[config.mk]
export PLATFORM = sky130hd
export DESIGN_NAME = watchdog_multi
export DESIGN_NICKNAME = d
export VERILOG_FILES = /design/src/rtl/watchdog_multi.sv
export SDC_FILE = /design/constraint.sdc
export NUM_CORES = 1
export LEC_CHECK = 0
export BUFFER_PORTS_ARGS = -buffer_cell sky130_fd_sc_hd__buf_4
export CAP_MARGIN = 20
export CORE_AREA = 2 2 69 65
export CTS_CLUSTER_SIZE = 40
export DETAILED_ROUTE_END_ITERATION = 8
export DIE_AREA = 0 0 71 67
export GPL_ROUTABILITY_DRIVEN = 0
export PLACE_DENSITY = 0.7
export REMOVE_ABC_BUFFERS = 1
export SYNTH_ARGS = -nofsm -noshare
export SYNTH_HDL_FRONTEND = slang
export SYNTH_SLANG_ARGS = --single-unit
[constraint.sdc]
create_clock -name SNKCLK11 -period 2.95 [get_ports SNKCLK11]
set_clock_uncertainty 0.05 [all_clocks]
set_input_delay 0.4425 -clock SNKCLK11 [delete_from_list [all_inputs] [get_ports SNKCLK11]]
set_output_delay 0.4425 -clock SNKCLK11 [all_outputs]
set_load 0.02 [all_outputs]
[src/rtl/watchdog_multi.sv]
// Multi-channel watchdog: one shared tick prescaler and one independent channel
// per supervised processor. Each channel fires a fixed-length active-low reset
// pulse on timeout or on a kick that arrives before the minimum window.

module watchdog_multi_ch #(
    parameter int CNT_W      = 8,
    parameter int TIMEOUT    = 4,
    parameter int WINDOW_MIN = 0,
    parameter int RST_LEN    = 16
) (
    input  logic             SNKCLK11,
    input  logic             PSTRESET,
    input  logic             en,
    input  logic             nKick,
    input  logic             clrStatus,
    input  logic             tick,
    output logic             nWdReset,
    output logic             timeoutFlag,
    output logic             earlyFlag,
    output logic [CNT_W-1:0] cnt
);
    localparam int RC_W = (RST_LEN > 1) ? $clog2(RST_LEN) : 1;

    typedef enum logic [1:0] {IDLE, RUN, FIRE} chState_e;

    chState_e         state, stateNext;
    logic [CNT_W-1:0] cntNext;
    logic [RC_W-1:0]  rstCnt, rstCntNext;
    logic             kickQ, kick, inWindow, nWdResetNext, setTimeout, setEarly;

    // Falling edge of nKick only; a held-low kick counts once.
    assign kick = kickQ & ~nKick;

    generate
        if (WINDOW_MIN > 0) begin : gWin
            assign inWindow = (cnt < CNT_W'(WINDOW_MIN));
        end else begin : gNoWin
            assign inWindow = 1'b0;
        end
    endgenerate

    // State, counters, pulse output and sticky flags; a same-cycle set beats clear.
    always_ff @(posedge SNKCLK11) begin
        if (PSTRESET) begin
            state       <= en ? RUN : IDLE;
            cnt         <= '0;
            rstCnt      <= '0;
            kickQ       <= 1'b1;
            nWdReset    <= 1'b1;
            timeoutFlag <= 1'b0;
            earlyFlag   <= 1'b0;
        end else begin
            state       <= stateNext;
            cnt         <= cntNext;
            rstCnt      <= rstCntNext;
            kickQ       <= nKick;
            nWdReset    <= nWdResetNext;
            timeoutFlag <= (timeoutFlag & ~clrStatus) | setTimeout;
            earlyFlag   <= (earlyFlag & ~clrStatus) | setEarly;
        end
    end

    // Next state: RUN priority is disable, early kick, kick, timeout, count.
    always_comb begin
        stateNext    = state;
        cntNext      = cnt;
        rstCntNext   = rstCnt;
        nWdResetNext = nWdReset;
        setTimeout   = 1'b0;
        setEarly     = 1'b0;
        unique case (state)
            IDLE: begin
                cntNext = '0;
                if (en) stateNext = RUN;
            end
            RUN: begin
                if (!en) begin
                    stateNext = IDLE;
                    cntNext   = '0;
                end else if (kick && inWindow) begin
                    setEarly = 1'b1;
                end else if (kick) begin
                    cntNext = '0;
                end else if (tick && (cnt == CNT_W'(TIMEOUT - 1))) begin
                    setTimeout = 1'b1;
                end else if (tick) begin
                    cntNext = cnt + 1'b1;
                end
            end
            FIRE: begin
                if (rstCnt == RC_W'(RST_LEN - 1)) begin
                    nWdResetNext = 1'b1;
                    cntNext      = '0;
                    stateNext    = en ? RUN : IDLE;
                end else begin
                    rstCntNext = rstCnt + 1'b1;
                end
            end
            default: stateNext = IDLE;
        endcase
        // Entering FIRE: pulse goes low on this same edge.
        if (setTimeout || setEarly) begin
            stateNext    = FIRE;
            nWdResetNext = 1'b0;
            rstCntNext   = '0;
            cntNext      = '0;
        end
    end
endmodule

module watchdog_multi #(
    parameter int CHANNELS   = 2,
    parameter int CNT_W      = 8,
    parameter int TIMEOUT    = 4,
    parameter int WINDOW_MIN = 0,
    parameter int PRESCALE   = 1,
    parameter int RST_LEN    = 16
) (
    input  logic                      SNKCLK11,
    input  logic                      PSTRESET,
    input  logic [CHANNELS-1:0]       EN,
    input  logic [CHANNELS-1:0]       nWDKICK,
    input  logic                      CLR_STATUS,
    output logic [CHANNELS-1:0]       nWDRESET,
    output logic                      nWDRESET_ALL,
    output logic [CHANNELS-1:0]       TIMEOUT_FLAG,
    output logic [CHANNELS-1:0]       EARLY_FLAG,
    output logic [CHANNELS*CNT_W-1:0] CNT
);
    localparam int PS_W = (PRESCALE > 1) ? $clog2(PRESCALE) : 1;

    logic [PS_W-1:0] prescaler;
    logic            tick;

    // With PRESCALE=1 the prescaler sits at 0 and tick is always high.
    assign tick = (prescaler == PS_W'(PRESCALE - 1));

    // Shared tick prescaler.
    always_ff @(posedge SNKCLK11) begin
        if (PSTRESET || tick) prescaler <= '0;
        else                  prescaler <= prescaler + 1'b1;
    end

    generate
        for (genvar i = 0; i < CHANNELS; i++) begin : gCh
            watchdog_multi_ch #(
                .CNT_W(CNT_W), .TIMEOUT(TIMEOUT), .WINDOW_MIN(WINDOW_MIN), .RST_LEN(RST_LEN)
            ) uCh (
                .SNKCLK11   (SNKCLK11),
                .PSTRESET   (PSTRESET),
                .en         (EN[i]),
                .nKick      (nWDKICK[i]),
                .clrStatus  (CLR_STATUS),
                .tick       (tick),
                .nWdReset   (nWDRESET[i]),
                .timeoutFlag(TIMEOUT_FLAG[i]),
                .earlyFlag  (EARLY_FLAG[i]),
                .cnt        (CNT[i*CNT_W +: CNT_W])
            );
        end
    endgenerate

    assign nWDRESET_ALL = &nWDRESET;
endmodule
==> flow_summary.ini <==
[run_status]
status = finished clean

[cells_and_area]
area_growth_pct = 15.6
diodes = 0
drive_gt1_frac = 0.181
final_common_cell = dfxtp_1
mostFrequentLayoutCells = 33 x dfxtp_1, 29 x buf_4, 19 x nand3_1
finalNetCount = 258
num-fill-cells = 360

[global_route]
grtUsageMet2 = 0.297
grt_antenna_before_repair = 0
busiest_layer = met2
grtUsageMet3 = 0.0333
first_global_vias = 1603
grt_max_degree = 15
grt_pass1_wl_um = 7180
use_met1 = 0.263
grt_util_all_layers = 0.193
overflow = 0

[pwr]
leakage_nw = 0.832
powerDensity_nw_per_um2 = 456
ir_drop_v = 0.000349
power_mw = 1.03

[timing]
final-setup-viol-count = 0
timing.final.crit_share = 0.731
relSlewSlack = 0.474
rsz0062_at_grt = false
maxSlewViolCount = 0
hold_violations = 0
setup_tns_ns = 0
worst_slew_pin_slew_ns = 0.787
fin_crit_ns = 2.16
fmax_mhz = 464
whs_ns = 0.283

[clock_tree]
hold_buffers = 0
cts_resized = 0
postCtsSetupRepairBufs = 0
tritoncts = built
clk_pin_slew_ns = 0.08
clk_latency_ns = 0.29
numCtsBuffers = 5
numClockSinks = 37
cts_root_buffer = clkbuf_8
cts_max_path_buffers = 2
cts_max_level = 2

[floorplanning]
start_util = 0.491
die_h_um = 67
num_io_pins = 30
die-width_um = 71
num_rows = 22
die-area_um2 = 4760
placeableCoreArea_um2 = 3990

[worst_hold_path]
hold_class = input port to flop

[setup_path]
required_ns = 2.92
start_kind = flop
crit_slowest_cell = dfxtp_1
path_class = flop to flop
path_max_fanout = 8
path_cells = ha_1 > nor4b_1 > nand4b_1 > a22oi_1 > or2_2
arrival_ns = 2.13
slowest_delay_ns = 0.45
end_kind = flop

[synthesis]
ys_ff_latch = 37
synth-edff-count = 4
ys_seq_area_frac = 0.398
synth_warnings = 0
syn_area_um2 = 1960
syn_area_per_cell_um2 = 8.87
async_reset_ff_frac = 0
ys.flop_type = dfxtp_1
synth_cells = 221
synth.distinct_cells = 49

[place]
port_buffers = 29
hpwl_um = 2870

[route]
finalWirelength_um = 4070
via_count = 1718
drt_pass1_iterations = 4
avgViaCountPerCell = 5.80
wire_per_inst_um = 13.7
drtIter0Drc = 105
drc = 0
drtAntennaViolNets = 0

[run]
drv_cap = 0
[flip-flops by register name, summed over array words and instances (netlist names)]
name,count
prescaler,1
gCh.uCh.timeoutFlag,2
gCh.uCh.kickQ,2
gCh.uCh.rstCnt,8
gCh.uCh.state,4
gCh.uCh.nWdReset,2
gCh.uCh.earlyFlag,2
gCh.uCh.cnt,16
[worst paths after layout]
check | cells after the start | to | slack [ns] | from
max | 5 | gCh[1].uCh.state[1] | 0.79 | gCh[1].uCh.cnt[0]
min | 2 | gCh[1].uCh.earlyFlag | 0.28 | CLR_STATUS
max reg2reg | 5 | gCh[1].uCh.state[1] | 0.79 | gCh[1].uCh.cnt[0]
min reg2reg | 1 | gCh[0].uCh.earlyFlag | 0.42 | gCh[0].uCh.earlyFlag
[logic make-up (layout without fill, tap and decap cells)]
kind of cell / Yosys count / count (layout) / share of synthesized area
buffers and inverters: 17 / 44 / 0.0504
AND/OR/NAND/NOR: 94 / 94 / 0.277
adder cells (fa/ha/maj): 4 / 4 / 0.0255
AO/OA/AOI/OAI: 56 / 56 / 0.188
multiplexers: 6 / 6 / 0.0313
flip-flops: 37 / 37 / 0.398
XOR/XNOR: 6 / 6 / 0.0268
other: 1 / 1 / 0.00191
[through the flow]
step	utilization	cell area [um2]	cells	setup WS, ns
after floorplan	-	1890	211	0.943
after global placement	0.542	2160	288	0.938
after detailed placement	0.542	2160	288	0.798
after CTS	0.568	2270	296	0.794
after global routing	0.568	2270	296	0.537
final	0.568	2270	296	0.794
[report_power, final]
group | leakage (nW) | internal [mW] | switching [mW]
combinational | 0.467 | 0.0374 | 0.0604
sequential | 0.310 | 0.523 | 0.0166
clock | 0.0542 | 0.211 | 0.185
[critical path: cells and delay by family (launching register included)]
kind            cells  cell delay [ns]
compound gates      1             0.26
fa+ha+maj           1             0.27
flops               1             0.45
simple gates        3             0.85
[synth_stat cells (all sizes together) (2+ instances only)]
| master | instances | area share |
|---|---|---|
| and4b | 2 | 0.010 |
| nand4 | 5 | 0.016 |
| or4 | 4 | 0.015 |
| a21oi | 18 | 0.046 |
| and2 | 2 | 0.0064 |
| nand3 | 19 | 0.049 |
| nor3 | 4 | 0.010 |
| a22oi | 2 | 0.0077 |
| or2 | 3 | 0.0096 |
| nor2 | 14 | 0.027 |
| edfxtp | 4 | 0.061 |
| and3 | 6 | 0.019 |
| mux2i | 5 | 0.026 |
| inv | 6 | 0.011 |
| o21ai | 10 | 0.026 |
| ha | 4 | 0.026 |
| a2111oi | 2 | 0.012 |
| xor2 | 6 | 0.027 |
| nor2b | 4 | 0.013 |
| and3b | 2 | 0.0089 |
| dfxtp | 33 | 0.34 |
| buf | 9 | 0.035 |
| nand2 | 11 | 0.021 |
| nor4b | 3 | 0.017 |
| nor3b | 3 | 0.011 |
| o31ai | 4 | 0.015 |
| nor4 | 3 | 0.0096 |
| o21bai | 4 | 0.015 |
| a31oi | 3 | 0.0096 |
| a211oi | 6 | 0.023 |
| nand3b | 3 | 0.011 |
| nand2b | 4 | 0.013 |
[layout make-up]
class / count / area (um2) / area share
flip-flops and latches: 37 / 781 / 0.345
clock buffers: 7 / 96.3 / 0.0425
clock inverters: 1 / 5.00 / 0.00221
well taps: 48 / 60.1 / 0.0265
repair buffers: 29 / 218 / 0.0961
inverters: 7 / 26.3 / 0.0116
multi-input cells: 167 / 1080 / 0.477
[layer usage]
layer  routed length [um]  vias to the layer above  part of all wire
li1                     -                      879                 -
met1                 2090                      788              0.51
met5                    0                        -                 0
met2                 1690                       43              0.41
met4                   85                        0             0.021
met3                  202                        8             0.050
(Power assumes the default switching activity.)
